[src/rtl/time_keeper.sv]
// time_keeper: BCD hours/minutes/seconds time-of-day counter with a
// two-button set FSM (RUN -> SET_HOUR -> SET_MIN -> RUN), a set-mode
// inactivity timeout and a per-digit blink mask for the display driver.
// Optional build macro: TWELVE_HOUR_EN selects 12 h counting (12,01..11
// with a PM flag); when undefined the counter runs 00..23 and pm_o is 0.
module time_keeper #(
  parameter int unsigned SET_TIMEOUT_S = 30
) (
  input  logic       clk,
  input  logic       rst_i,
  input  logic       tick_1hz_i,
  input  logic       blink_i,
  input  logic       btn_mode_i,
  input  logic       btn_inc_i,
  output logic [1:0] hour_tens_o,
  output logic [3:0] hour_ones_o,
  output logic [2:0] min_tens_o,
  output logic [3:0] min_ones_o,
  output logic [2:0] sec_tens_o,
  output logic [3:0] sec_ones_o,
  output logic [5:0] digit_blank_o,
  output logic [1:0] mode_o,
  output logic       pm_o,
  output logic       carry_day_o
);

  typedef enum logic [1:0] {
    RUN      = 2'd0,
    SET_HOUR = 2'd1,
    SET_MIN  = 2'd2
  } state_t;

`ifdef TWELVE_HOUR_EN
  localparam logic [1:0] HOUR_TENS_RST = 2'd1;
  localparam logic [3:0] HOUR_ONES_RST = 4'd2;
`else
  localparam logic [1:0] HOUR_TENS_RST = 2'd0;
  localparam logic [3:0] HOUR_ONES_RST = 4'd0;
`endif

  localparam logic [7:0] TIMEOUT_LAST = 8'(SET_TIMEOUT_S - 32'd1);

  // Modulo-60 BCD increment; returns {carry, tens, ones}. Out-of-range
  // digits fold back into the legal range instead of propagating.
  function automatic logic [7:0] inc_bcd60(input logic [2:0] tens, input logic [3:0] ones);
    logic [7:0] res;
    if (ones >= 4'd9) begin
      if (tens >= 3'd5) res = {1'b1, 3'd0, 4'd0};
      else              res = {1'b0, tens + 3'd1, 4'd0};
    end else begin
      res = {1'b0, tens, ones + 4'd1};
    end
    return res;
  endfunction

  // Hour increment; returns {flag, tens, ones}. In the 12 h build the flag
  // marks the 11 -> 12 step (AM/PM flips); in 24 h it marks 23 -> 00.
  function automatic logic [6:0] inc_hour(input logic [1:0] tens, input logic [3:0] ones);
    logic [6:0] res;
`ifdef TWELVE_HOUR_EN
    if ((tens >= 2'd2) || ((tens == 2'd1) && (ones >= 4'd2))) res = {1'b0, 2'd0, 4'd1};
    else if ((tens == 2'd1) && (ones == 4'd1))                 res = {1'b1, 2'd1, 4'd2};
    else if (ones >= 4'd9)                                     res = {1'b0, 2'd1, 4'd0};
    else                                                       res = {1'b0, tens, ones + 4'd1};
`else
    if ((tens >= 2'd2) && (ones >= 4'd3)) res = {1'b1, 2'd0, 4'd0};
    else if (ones >= 4'd9)                res = {1'b0, tens + 2'd1, 4'd0};
    else                                  res = {1'b0, tens, ones + 4'd1};
`endif
    return res;
  endfunction

  state_t     state_r, state_n;
  logic [7:0] cnt_r, cnt_n;
  logic [1:0] hour_tens_r, hour_tens_n;
  logic [3:0] hour_ones_r, hour_ones_n;
  logic [2:0] min_tens_r, min_tens_n;
  logic [3:0] min_ones_r, min_ones_n;
  logic [2:0] sec_tens_r, sec_tens_n;
  logic [3:0] sec_ones_r, sec_ones_n;
  logic       pm_r, pm_n;
  logic       carry_r, carry_n;
  logic [5:0] blank_r, blank_n;

  logic [7:0] sec_inc_s;
  logic [7:0] min_inc_s;
  logic [6:0] hour_inc_s;
  logic       timeout_s;

  assign sec_inc_s  = inc_bcd60(sec_tens_r, sec_ones_r);
  assign min_inc_s  = inc_bcd60(min_tens_r, min_ones_r);
  assign hour_inc_s = inc_hour(hour_tens_r, hour_ones_r);
  assign timeout_s  = tick_1hz_i && (cnt_r == TIMEOUT_LAST);

  // Next-state, time and mask computation; button beats tick/timeout.
  always_comb begin
    state_n     = state_r;
    cnt_n       = cnt_r;
    hour_tens_n = hour_tens_r;
    hour_ones_n = hour_ones_r;
    min_tens_n  = min_tens_r;
    min_ones_n  = min_ones_r;
    sec_tens_n  = sec_tens_r;
    sec_ones_n  = sec_ones_r;
    pm_n        = pm_r;
    carry_n     = 1'b0;
    blank_n     = 6'b000000;
    case (state_r)
      RUN: begin
        if (tick_1hz_i) begin
          sec_tens_n = sec_inc_s[6:4];
          sec_ones_n = sec_inc_s[3:0];
          if (sec_inc_s[7]) begin
            min_tens_n = min_inc_s[6:4];
            min_ones_n = min_inc_s[3:0];
            if (min_inc_s[7]) begin
              hour_tens_n = hour_inc_s[5:4];
              hour_ones_n = hour_inc_s[3:0];
`ifdef TWELVE_HOUR_EN
              pm_n    = pm_r ^ hour_inc_s[6];
              carry_n = pm_r & hour_inc_s[6];
`else
              carry_n = hour_inc_s[6];
`endif
            end else begin
              carry_n = 1'b0;
            end
          end else begin
            carry_n = 1'b0;
          end
        end else begin
          carry_n = 1'b0;
        end
        if (btn_mode_i) begin
          state_n = SET_HOUR;
          cnt_n   = 8'd0;
        end else begin
          state_n = RUN;
        end
      end
      SET_HOUR: begin
        if (btn_mode_i) begin
          state_n = SET_MIN;
          cnt_n   = 8'd0;
        end else if (btn_inc_i) begin
          hour_tens_n = hour_inc_s[5:4];
          hour_ones_n = hour_inc_s[3:0];
`ifdef TWELVE_HOUR_EN
          pm_n = pm_r ^ hour_inc_s[6];
`endif
          cnt_n = 8'd0;
        end else if (timeout_s) begin
          state_n    = RUN;
          cnt_n      = 8'd0;
          sec_tens_n = 3'd0;
          sec_ones_n = 4'd0;
        end else if (tick_1hz_i) begin
          cnt_n = cnt_r + 8'd1;
        end else begin
          cnt_n = cnt_r;
        end
      end
      SET_MIN: begin
        if (btn_mode_i || timeout_s) begin
          state_n    = RUN;
          cnt_n      = 8'd0;
          sec_tens_n = 3'd0;
          sec_ones_n = 4'd0;
        end else if (btn_inc_i) begin
          min_tens_n = min_inc_s[6:4];
          min_ones_n = min_inc_s[3:0];
          cnt_n      = 8'd0;
        end else if (tick_1hz_i) begin
          cnt_n = cnt_r + 8'd1;
        end else begin
          cnt_n = cnt_r;
        end
      end
      default: begin
        state_n = RUN;
        cnt_n   = 8'd0;
      end
    endcase
    case (state_n)
      SET_HOUR: blank_n = {{2{blink_i}}, 4'b0000};
      SET_MIN:  blank_n = {2'b00, {2{blink_i}}, 2'b00};
      default:  blank_n = 6'b000000;
    endcase
  end

  // State, time and output registers with asynchronous reset.
  always_ff @(posedge clk or posedge rst_i) begin
    if (rst_i) begin
      state_r     <= RUN;
      cnt_r       <= 8'd0;
      hour_tens_r <= HOUR_TENS_RST;
      hour_ones_r <= HOUR_ONES_RST;
      min_tens_r  <= 3'd0;
      min_ones_r  <= 4'd0;
      sec_tens_r  <= 3'd0;
      sec_ones_r  <= 4'd0;
      pm_r        <= 1'b0;
      carry_r     <= 1'b0;
      blank_r     <= 6'b000000;
    end else begin
      state_r     <= state_n;
      cnt_r       <= cnt_n;
      hour_tens_r <= hour_tens_n;
      hour_ones_r <= hour_ones_n;
      min_tens_r  <= min_tens_n;
      min_ones_r  <= min_ones_n;
      sec_tens_r  <= sec_tens_n;
      sec_ones_r  <= sec_ones_n;
      pm_r        <= pm_n;
      carry_r     <= carry_n;
      blank_r     <= blank_n;
    end
  end

  assign hour_tens_o   = hour_tens_r;
  assign hour_ones_o   = hour_ones_r;
  assign min_tens_o    = min_tens_r;
  assign min_ones_o    = min_ones_r;
  assign sec_tens_o    = sec_tens_r;
  assign sec_ones_o    = sec_ones_r;
  assign digit_blank_o = blank_r;
  assign mode_o        = state_r;
  assign pm_o          = pm_r;
  assign carry_day_o   = carry_r;

endmodule

[config.mk]
export PLATFORM = sky130hd
export DESIGN_NAME = time_keeper
export DESIGN_NICKNAME = d
export VERILOG_FILES = /design/src/rtl/time_keeper.sv
export SDC_FILE = /design/constraint.sdc
export NUM_CORES = 1
export LEC_CHECK = 0
export ABC_CLOCK_PERIOD_IN_PS = 2060
export BUFFER_PORTS_ARGS = -buffer_cell sky130_fd_sc_hd__buf_2
export CORE_MARGIN = 2
export CORE_UTILIZATION = 51
export CTS_CLUSTER_DIAMETER = 100
export CTS_CLUSTER_SIZE = 24
export DETAILED_ROUTE_END_ITERATION = 12
export PLACE_DENSITY = 0.76
export SETUP_SLACK_MARGIN = 0.3
export SLEW_MARGIN = 15
export SYNTH_ARGS = -nofsm -noshare
export SYNTH_HDL_FRONTEND = slang
export SYNTH_SLANG_ARGS = --single-unit
[constraint.sdc]
create_clock -name clk -period 2.06 [get_ports clk]
set_clock_uncertainty 0.1 [all_clocks]
set_input_delay 0.412 -clock clk [delete_from_list [all_inputs] [get_ports clk]]
set_output_delay 0.412 -clock clk [all_outputs]
set_load 0.01 [all_outputs]
; Yosys cells after proc, flatten, opt, wreduce, memory -nomap -nowiden
; Index checks and enable logic that the tools add are counted.
[classes]
add_sub_neg = 7
eq_ne = 17
order_cmp = 7
n_mux = 59
reduce_logical = 11
[op_table]
columns = op, count
row1 = 8-bit two-way mux, 11
row2 = 4-bit two-way mux, 14
row3 = 3-bit two-way mux, 9
row4 = "2-bit inequality test, second input constant", 12
row5 = 8-bit case mux with 3 select lines, 1
row6 = 2-bit two-way mux, 9
row7 = 4-bit case mux with 2 select lines, 2
row8 = "4-bit by 1-bit adder with 4-bit output, second input constant", 3
row9 = "4-bit >= comparator, second input constant", 3
row10 = 4-bit case mux with 3 select lines, 1
row11 = 6-bit case mux with 2 select lines, 1
row12 = 6-bit AND reduction, 2
row13 = 3-bit case mux with 3 select lines, 1
row14 = "8-bit by 1-bit adder with 8-bit output, second input constant", 1
row15 = "8-bit by 5-bit equality test with 1-bit output, second input constant", 1
row16 = 7-bit two-way mux, 1
row17 = 7-bit AND reduction, 1
row18 = "3-bit by 1-bit adder with 3-bit output, second input constant", 2
row19 = "3-bit >= comparator, second input constant", 2
row20 = 6-bit two-way mux, 1
row21 = 2-bit case mux with 3 select lines, 1
row22 = 3-bit case mux with 2 select lines, 1
row23 = 1-bit two-way mux, 5
row24 = 5-bit AND reduction, 1
row25 = 11 further kinds, 15
[word_totals]
wordCells = 111
out_inout_bits = 30
reg_bits = 37
inputBits = 6

; Depth between registers and ports, before layout
; Gate-level depths: netlist of the first run.
[logic_depth]
ltp_word = 8
mapped_depth = 9
mapped_depth_nobuf = 9

; Worst setup path before layout of the first run
; No wires, ideal clock.
[synth_path]
path_type = register to register
from = register min_ones_r[0], in the netlist min_ones_o[0]
to = register hour_ones_r[0], in the netlist hour_ones_o[0]
period_less_slack_ns = 2.234
path_stages_with_launch = 8
n_path_buf = 0
slack_ns = -0.174
arrival_ns = 2.007
setup_time_ns = 0.127
required_ns = 1.833
cell_sequence = dfrtp_1 -> inv_1 -> ha_1 -> nor3b_1 -> nand2b_1 -> o41ai_2 -> and2_4 -> mux2_1
[synth_via]
elab_chain_len = 4
[synth_rtl]
columns = item, line_no
row1 = start: declaration, 78  ; logic [3:0] min_ones_r, min_ones_n;
row2 = start signal: assignment, 211  ; min_ones_r <= min_ones_n;
row3 = 4-bit >= comparator, 47  ; if (ones >= 4'd9) begin
row4 = 8-bit two-way mux, 47
row5 = 2-bit inequality test (no source line), n/a
row6 = 6-bit AND reduction (no source line), n/a
row7 = end signal: assignment, 209  ; hour_ones_r <= hour_ones_n;
row8 = end: declaration, 76  ; logic [3:0] hour_ones_r, hour_ones_n;
; Every way passes these cells.
; A chain may end at the register's enable or synchronous reset.

; Worst setup path in the final report of the first run
[layout_path]
from = register cnt_r[1]
to = register blank_r[3], in the netlist digit_blank_o[3]
[layout_via]
elab_chain_len = 8
elab_cells_between_ends = 11
classes_between = eq/ne: 3 / mux: 6 / reduce/logical: 2
[layout_rtl]
columns = item, line_no
row1 = start: declaration, 74  ; logic [7:0] cnt_r, cnt_n;
row2 = start signal: assignment, 207  ; cnt_r <= cnt_n;
row3 = 8-bit by 5-bit equality test with 1-bit output *, 93  ; assign timeout_s = tick_1hz_i && (cnt_r == TIMEOUT_LAST);
row4 = 1-bit logical AND *, 93
row5 = 2-bit two-way mux, 152  ; end else if (timeout_s) begin
row6 = 2-bit two-way mux, 145  ; end else if (btn_inc_i) begin
row7 = 2-bit two-way mux, 142  ; if (btn_mode_i) begin
row8 = 2-bit case mux with 3 select lines *, 108  ; case (state_r)
row9 = net state_n[1], 73  ; state_t state_r, state_n;
row10 = 2-bit equality test / 2-bit by 1-bit equality test with 1-bit output (equally long branches), 184  ; case (state_n)
row11 = 6-bit case mux with 2 select lines *, 184
row12 = end signal: assignment, 216  ; blank_r <= blank_n;
row13 = end: declaration, 83  ; logic [5:0] blank_r, blank_n;
; Mark *: on every way through the listed nets, which the timed path passes. The rest lies on a longest branch.

==> results of run 1 <==
-- registers in the layout (all words and copies together) (netlist names) --
name / cells
sec_tens_o: 3
hour_tens_o: 2
min_tens_o: 3
mode_o: 2
cnt_r: 8
digit_blank_o: 2
hour_ones_o: 4
carry_day_o: 1
sec_ones_o: 4
min_ones_o: 4
-- cell type report --
type | instances | area, sq um
timing repair buffer | 75 | 517
sequential | 33 | 828
clock buffer | 8 | 90.1
fill | 263 | 948
inverter | 21 | 78.8
multi-input combinational | 162 | 1530
tap | 50 | 62.6
-- tightest hold or removal path: cells and delay by family --
family | cells | cell delay, ns
buffers and inverters | 3 | 0.49
-- layout by cell type, fill, tap and decap left out, types with 4 or more instances in the layout --
master / count
nand3_1: 4
nand2_1: 13
inv_2: 7
a21oi_1: 5
o21ai_1: 6
buf_4: 34
inv_1: 14
a21o_1: 4
nor2_1: 15
ha_1: 13
clkbuf_8: 6
o21ai_2: 5
buf_6: 9
buf_2: 32
dfrtp_1: 31
ha_4: 7
nand2b_1: 5
-- per-stage QoR --
| stage | setup WS, ns | hold slack (ns) | utilization | total power, mW |
|---|---|---|---|---|
| after floorplan | -0.0477 | 0.396 | - | 2.41 |
| after detailed placement | -0.135 | 0.434 | 0.646 | 3.09 |
| after CTS | -0.138 | 0.124 | 0.731 | 4.04 |
| after global routing | -0.276 | 0.142 | 0.766 | 4.64 |
| final | -0.199 | 0.0943 | 0.766 | 4.32 |
| after global placement | -0.0441 | 0.427 | 0.646 | 3.03 |
-- repair_timing --
item	CTS	global route
gates resized for setup	38	18
pin swaps	20	11
hold buffers	0	0
buffers inserted	9	8
endpoints found under the setup margin	32	33
-- logic make-up after synthesis --
family                     after synthesis
xor gates and xnor gates                 4
and+or+nand+nor                         77
muxes                                    3
adders and majority gates               22
other                                    1
AOI/OAI and AO/OA                       53
buffers and inverters                   29
DFF                                     33
-- metal layers --
layer | up-vias | global-route usage | wire [um]
met4 | 0 | 0.109 | 170
met2 | 56 | 0.395 | 2720
met1 | 973 | 0.297 | 2350
li1 | 932 | - | -
met3 | 22 | 0.0465 | 251
met5 | - | 0 | 0
-- path summary, 6_finish.rpt --
| path | slack, ns | startpoint | to |
|---|---|---|---|
| min | 0.09 | rst_i | min_ones_o[1]$_DFFE_PP0P_ |
| max reg2reg | -0.20 | cnt_r[1]$_DFFE_PP0P_ | digit_blank_o[3]$_DFF_PP0_ |
| max | -0.20 | cnt_r[1]$_DFFE_PP0P_ | digit_blank_o[3]$_DFF_PP0_ |
| min reg2reg | 0.46 | cnt_r[7]$_DFFE_PP0P_ | cnt_r[7]$_DFFE_PP0P_ |
| min in group clk | 0.25 | blink_i | digit_blank_o[4]$_DFF_PP0_ |
| max in group asynchronous | 1.43 | rst_i | sec_ones_o[0]$_DFFE_PP0P_ |
-- report_power, final --
part / leakage, nW / internal [mW] / switching (mW)
Clock: 0.0455 / 0.273 / 0.239
Combinational: 0.993 / 1.41 / 1.40
Sequential: 0.439 / 0.821 / 0.173
==> metrics.md, run 1 <==
| Metric | Value |
|---|---|
| Peak VDD IR | `950 uV` |
| Top-Level Pins | `36` |
| Die ar. | `4800 sq um` |
| Commonest cells post-synth | `dfrtp_1 (33), ha_1 (22), inv_1 (20), nand2_1 (17), nor2_1 (16)` |
| Ys Warns | `0` |
| PwrDens | `1390 nW/um^2` |
| Multiplexer share of the synthesized area | `0.0144` |
| Antenna violations before repair | `0` |
| Synth Area per Inst | `9.78 sq um` |
| Period utilization | `1.10` |
| Clk slew on worst S/H paths | `0.07 ns` |
| WP data required | `2.14 ns` |
| Final number of setup-violating endpoints | `18` |
| ANT nets after route | `0` |
| Core outline area | `4060 sq um` |
| Cell with the most instances after synthesis | `dfrtp_1` |
| Design area | `3110 sq um` |
| Crit path max-delay family | `simple AND/OR/NAND/NOR gates` |
| Crit path depth | `9` |
| Peak Freq | `443 MHz` |
| Worst Setup End Kind | `register` |
| Seq/Total Area, Yosys | `0.380` |
| Total track usage | `0.237` |
| Min setup slack post-route | `-0.199 ns` |
| Synth area leaders | `dfrtp_1 (38%), ha_1 (13%), inv_1 (3.5%)` |
| Initial Util | `0.535` |
| Netlist cell types | `61` |
| CP max stage cell | `or3b_4` |
| Nets | `326` |
| Leakage | `1.48 nW` |
| Post-Route WL | `5500 um` |
| Status | `complete, but fails checks` |
| # rows | `23` |
| Final cell count without fillers | `349` |
| WP buf/inv | `1` |
| IO buf count | `32` |
| Cell count after synthesis | `222` |
| CTS Buf Count | `5` |
| GPL Wtd Cong | `0.834` |
| Drt pass-1 iters | `4` |
| First-pass GRT wire length | `9190 um` |
| Main flop type after synthesis | `dfrtp_1` |
| Worst Path Class, Setup | `reg2reg` |
| Largest family of logic cells by synthesized area | `simple AND/OR/NAND/NOR gates` |
| Final Hold Viols | `0` |
| FF-to-FF path depth | `9` |
| Drt wl/cell | `15.8 um` |
| DP Area | `2620 sq um` |
| Mapped Area | `2170 sq um` |
| Initial drt markers | `100` |
| Failing checks | `negative setup slack` |
| RSZ-0062 raised after global routing | `true` |
| Clk sink count | `33` |
| Maxcap violations | `0` |
| Simple-Gate Fraction of Synth Area | `0.200` |
| CP Cell Sequence | `inv_2, ha_4, or3b_4, o311ai_4, nand2_1, nand2_1, a21oi_2, ha_1, and3b_1` |
| Grt ovf | `0` |
| Most frequent CP cell | `nand2_1` |
| Chip Height | `69.3 um` |
| Post-DP HPWL | `3460 um` |
| Synth-to-Final Area Change | `43.1%` |
| Vias per inst | `5.68` |
| Seq cells post-synth | `33` |
| Asr flop ratio synth | `1.00` |
| Max Slew Vio Count | `0` |
| Ratio of cells with drive above 1 in the final layout | `0.498` |
| Clock Tree Buf Depth | `2` |
| Hold crit path type | `in2async` |
| Placed insts | `324` |
| CTS tree | `yes` |
| Post-synth EDFFs | `0` |
| Critical Path Max Stage Delay | `0.42 ns` |
| Post-Synth XOR/XNOR Area | `0.0161` |
| Compound-Gate Fraction of Synth Area | `0.197` |
| Die width | `69.3 um` |
| # diodes | `0` |
| Arr. time, crit path | `2.33 ns` |
| Period minus WS final | `2.26 ns` |
| Root Driver | `clkbuf_8` |
| Vias | `1983` |
| Synth top area share | `0.380` |
| Clock Latency Late Sink | `0.29 ns` |
| Vias in the first global route | `1936` |
| H-tree lvl count | `2` |
| DRC | `0` |
| Area share of fa/ha/maj cells after synthesis | `0.127` |
| Worst-path fanout max | `4` |
| Startpoint Class | `register` |
| Yosys top cell by area | `dfrtp_1` |
| Setup TNS | `-1.94 ns` |
| Largest net degree at the start of global routing | `34` |
No activity file was read; power rests on OpenSTA's default activity.
==> run 2, diff against run 1 <==
- ABC_AREA: unset -> 1
==> metrics.md, run 2 <==
| Metric | Value |
|---|---|
| Min setup slack post-route | `0.284 ns (+0.483 ns)` |
| Initial drt markers | `87 (-13%)` |
| Peak VDD IR | `645 uV (-32%)` |
| Seq/Total Area, Yosys | `0.360 (-0.0205)` |
| Maxcap violations | `0 (unchanged)` |
| Worst-path fanout max | `2 (-2)` |
| Area of the multi-input gates | `1450 sq um (-5.1%)` |
| Main flop type after synthesis | `dfrtp_1` |
| Clock Latency Late Sink | `0.29 ns (about the same)` |
| Seq cells post-synth | `33 (unchanged)` |
| Arr. time, crit path | `1.87 ns (-0.46 ns)` |
| Worst Path Class, Setup | `reg2reg` |
| Setup TNS | `0 ns (+1.94 ns)` |
| RSZ-0062 raised after global routing | `true` |
| Post-Route WL | `5360 um (-2.4%)` |
| GR Util met3 | `0.0470 (+0.000497)` |
| PwrDens | `1320 nW/um^2 (-5.1%)` |
| Initial Util | `0.527 (-0.00801)` |
| # fillers | `339 (+29%)` |
| Synth top area share | `0.360 (-0.0205)` |
| Max reg flops | `8 (unchanged)` |
| Most Used Layer, Global Route | `met2` |
| Post-synth EDFFs | `0 (unchanged)` |
| Dpl ws | `0.0969 ns (+0.232 ns)` |
| Commonest cells post-synth | `nand2_1 (82), inv_1 (36), dfrtp_1 (33), nor2_1 (29), ha_1 (22)` |
| Leakage | `1.51 nW (+2.2%)` |
| End-of-flow core utilization | `0.672 (-0.0947)` |
| GPL Wtd Cong | `0.919 (+10%)` |
| Post-DP HPWL | `3290 um (-4.8%)` |
| Drt wl/cell | `13.1 um (-17%)` |
| Ratio of cells with drive above 1 in the final layout | `0.346 (-0.153)` |
| Reg with most FFs | `cnt_r` |
| ANT nets after route | `0 (unchanged)` |
| Total track usage | `0.200 (-0.0370)` |
| Storage element area | `828 sq um (unchanged)` |
| Ys Warns | `0 (unchanged)` |
| Nets | `383 (+17%)` |
| IO buf count | `32 (unchanged)` |
| Root Driver | `clkbuf_8` |
| Antenna violations before repair | `0 (unchanged)` |
| Die ar. | `5050 sq um (+5.4%)` |
| Final number of setup-violating endpoints | `0 (-18)` |
| Clock Tree Buf Depth | `2 (unchanged)` |
| DRC | `0 (unchanged)` |
| Critical Path Max Stage Delay | `0.38 ns (-0.04 ns)` |
| CP max stage cell | `dfrtp_1` |
| Top-Level Pins | `36 (unchanged)` |
| Yosys top cell by area | `dfrtp_1` |
| GRT met2 Usage | `0.333 (-0.0620)` |
| Core outline area | `4350 sq um (+7.3%)` |
| Mapped Area | `2300 sq um (+5.7%)` |
| Hold crit path type | `in2async` |
| CTS tree | `yes` |
| Most frequent cells in the layout | `nand2_1 (70), buf_2 (32), inv_1 (31), dfrtp_1 (31), nor2_1 (25)` |
| Most frequent CP cell | `nand2_2` |
| # rows | `24 (+4.3%)` |
| Clk slew on worst S/H paths | `0.08 ns (about the same)` |
| Crit path max-delay family | `simple AND/OR/NAND/NOR gates` |
| Netlist cell types | `32 (-48%)` |
| # diodes | `0 (unchanged)` |
| Most common cell after layout, fill and taps aside | `nand2_1` |
| Cell count after synthesis | `295 (+33%)` |
| Clk sink count | `33 (unchanged)` |
| Period utilization | `0.862 (-0.234)` |
| Grt ovf | `0 (unchanged)` |
| Met1 GRT Util | `0.250 (-0.0474)` |
| Chip Height | `71.1 um (+2.6%)` |
| Synth-to-Final Area Change | `27.4%` |
| CTS Buf Count | `5 (unchanged)` |
| Synth Area per Inst | `7.78 sq um (-20%)` |
| H-tree lvl count | `2 (unchanged)` |
| Period minus WS final | `1.78 ns (-0.483 ns)` |
| Max Slew Vio Count | `0 (unchanged)` |
| Status | `completed` |
| Vias | `2094 (+5.6%)` |
| Peak Freq | `563 MHz (+27%)` |
| Final Hold Viols | `0 (unchanged)` |
| WP data required | `2.16 ns (+0.02 ns)` |
| Largest net degree at the start of global routing | `34 (unchanged)` |
| Synth area leaders | `dfrtp_1 (36%), nand2_1 (13%), ha_1 (12%)` |
| Cell with the most instances after synthesis | `nand2_1` |
| Asr flop ratio synth | `1.00 (unchanged)` |
| Die width | `71.1 um (+2.6%)` |
| Worst Setup End Kind | `register` |
| Vias per inst | `5.13 (-9.7%)` |
| WP buf/inv | `3 (+2)` |
| First-pass GRT wire length | `8070 um (-12%)` |
| CP Cell Sequence | `inv_1, ha_2, nand2_2, nor2_4, nand3_2, nand2_4, nand2_4, nand2_2, nand2_2, nand2_2, inv_2, ha_4, nand2_2, inv_1` |
| Startpoint Class | `register` |
| Vias in the first global route | `1840 (-5.0%)` |
| Drt pass-1 iters | `6 (+2)` |
-- run 2: cell types whose count changed in the layout (fill, tap and decap cells not counted), moves of 7 or more --
| cell | delta |
|---|---|
| nor2_1 | +10 |
| buf_6 | -8 |
| nand3_1 | +13 |
| inv_1 | +17 |
| buf_4 | -10 |
| nand2_4 | +7 |
| nand2_1 | +57 |
| nand2_2 | +9 |
-- run 2: kinds of logic after synthesis --
| family | Yosys count | share of synthesized area |
|---|---|---|
| other | 1 | 0.00163 |
| XOR/XNOR | 10 | 0.0381 |
| AND/OR/NAND/NOR | 157 | 0.315 |
| flip-flops | 33 | 0.360 |
| buffers and inverters | 44 | 0.0834 |
| AO/OA/AOI/OAI | 28 | 0.0823 |
| adder cells (fa/ha/maj) | 22 | 0.120 |
-- run 2: through the flow --
stage	std cells	total power [mW]	hold slack, ns	area (sq um)
2_1_floorplan	297	2.38	0.412	2300
3_3_place_gp	376	2.74	0.393	2490
3_5_place_dp	376	2.78	0.389	2490
4_1_cts	391	3.43	0.118	2670
5_1_grt	408	4.18	0.167	2920
6_report	408	3.85	0.0983	2920
-- run 2: worst min-delay path, cell delays in order --
cell   delay (ns)
buf_2        0.09
inv_1        0.04
buf_4        0.37
-- run 2: worst paths after layout --
| check | startpoint | end | slack (ns) | cells after the start |
|---|---|---|---|---|
| worst max-delay path | cnt_r[1]$_DFFE_PP0P_ | digit_blank_o[4]$_DFF_PP0_ | 0.28 | 14 |
| worst min-delay path | rst_i | sec_ones_o[0]$_DFFE_PP0P_ | 0.1 | 3 |
| worst max register to register | cnt_r[1]$_DFFE_PP0P_ | digit_blank_o[4]$_DFF_PP0_ | 0.28 | 14 |
| worst min register to register | min_tens_o[1]$_DFFE_PP0P_ | min_tens_o[1]$_DFFE_PP0P_ | 0.42 | 2 |
| max in group asynchronous | rst_i | mode_o[0]$_DFF_PP0_ | 1.43 | 3 |
| min in group clk | blink_i | digit_blank_o[4]$_DFF_PP0_ | 0.24 | 3 |
-- run 2: area by class of cell --
cell class	count	share of cell area
multi-input combinational	220	0.497
sequential	33	0.283
timing repair buffer	57	0.120
inverter	38	0.0488
clock buffer	6	0.0248
tap	52	0.0223
clock inverter	2	0.00342
-- run 2: what timing repair did --
| action | in CTS | in global routing |
|---|---|---|
| hold buffers | 0 | 0 |
| setup endpoints to repair | 29 | 21 |
| pin swaps | 4 | 21 |
| setup buffers | 7 | 17 |
| resized for setup | 13 | 34 |
-- run 2: report_power, final --
group	leakage (nW)	total [mW]	internal [mW]	switching, mW
clock	0.0450	0.485	0.234	0.251
combinational	1.02	2.34	0.984	1.35
sequential	0.441	1.03	0.818	0.211
-- run 2: metal layers --
metal / up-vias / part of all wire
met5: - / 0
met4: 0 / 0.022
met3: 14 / 0.027
met2: 38 / 0.52
met1: 995 / 0.43
li1: 1047 / -
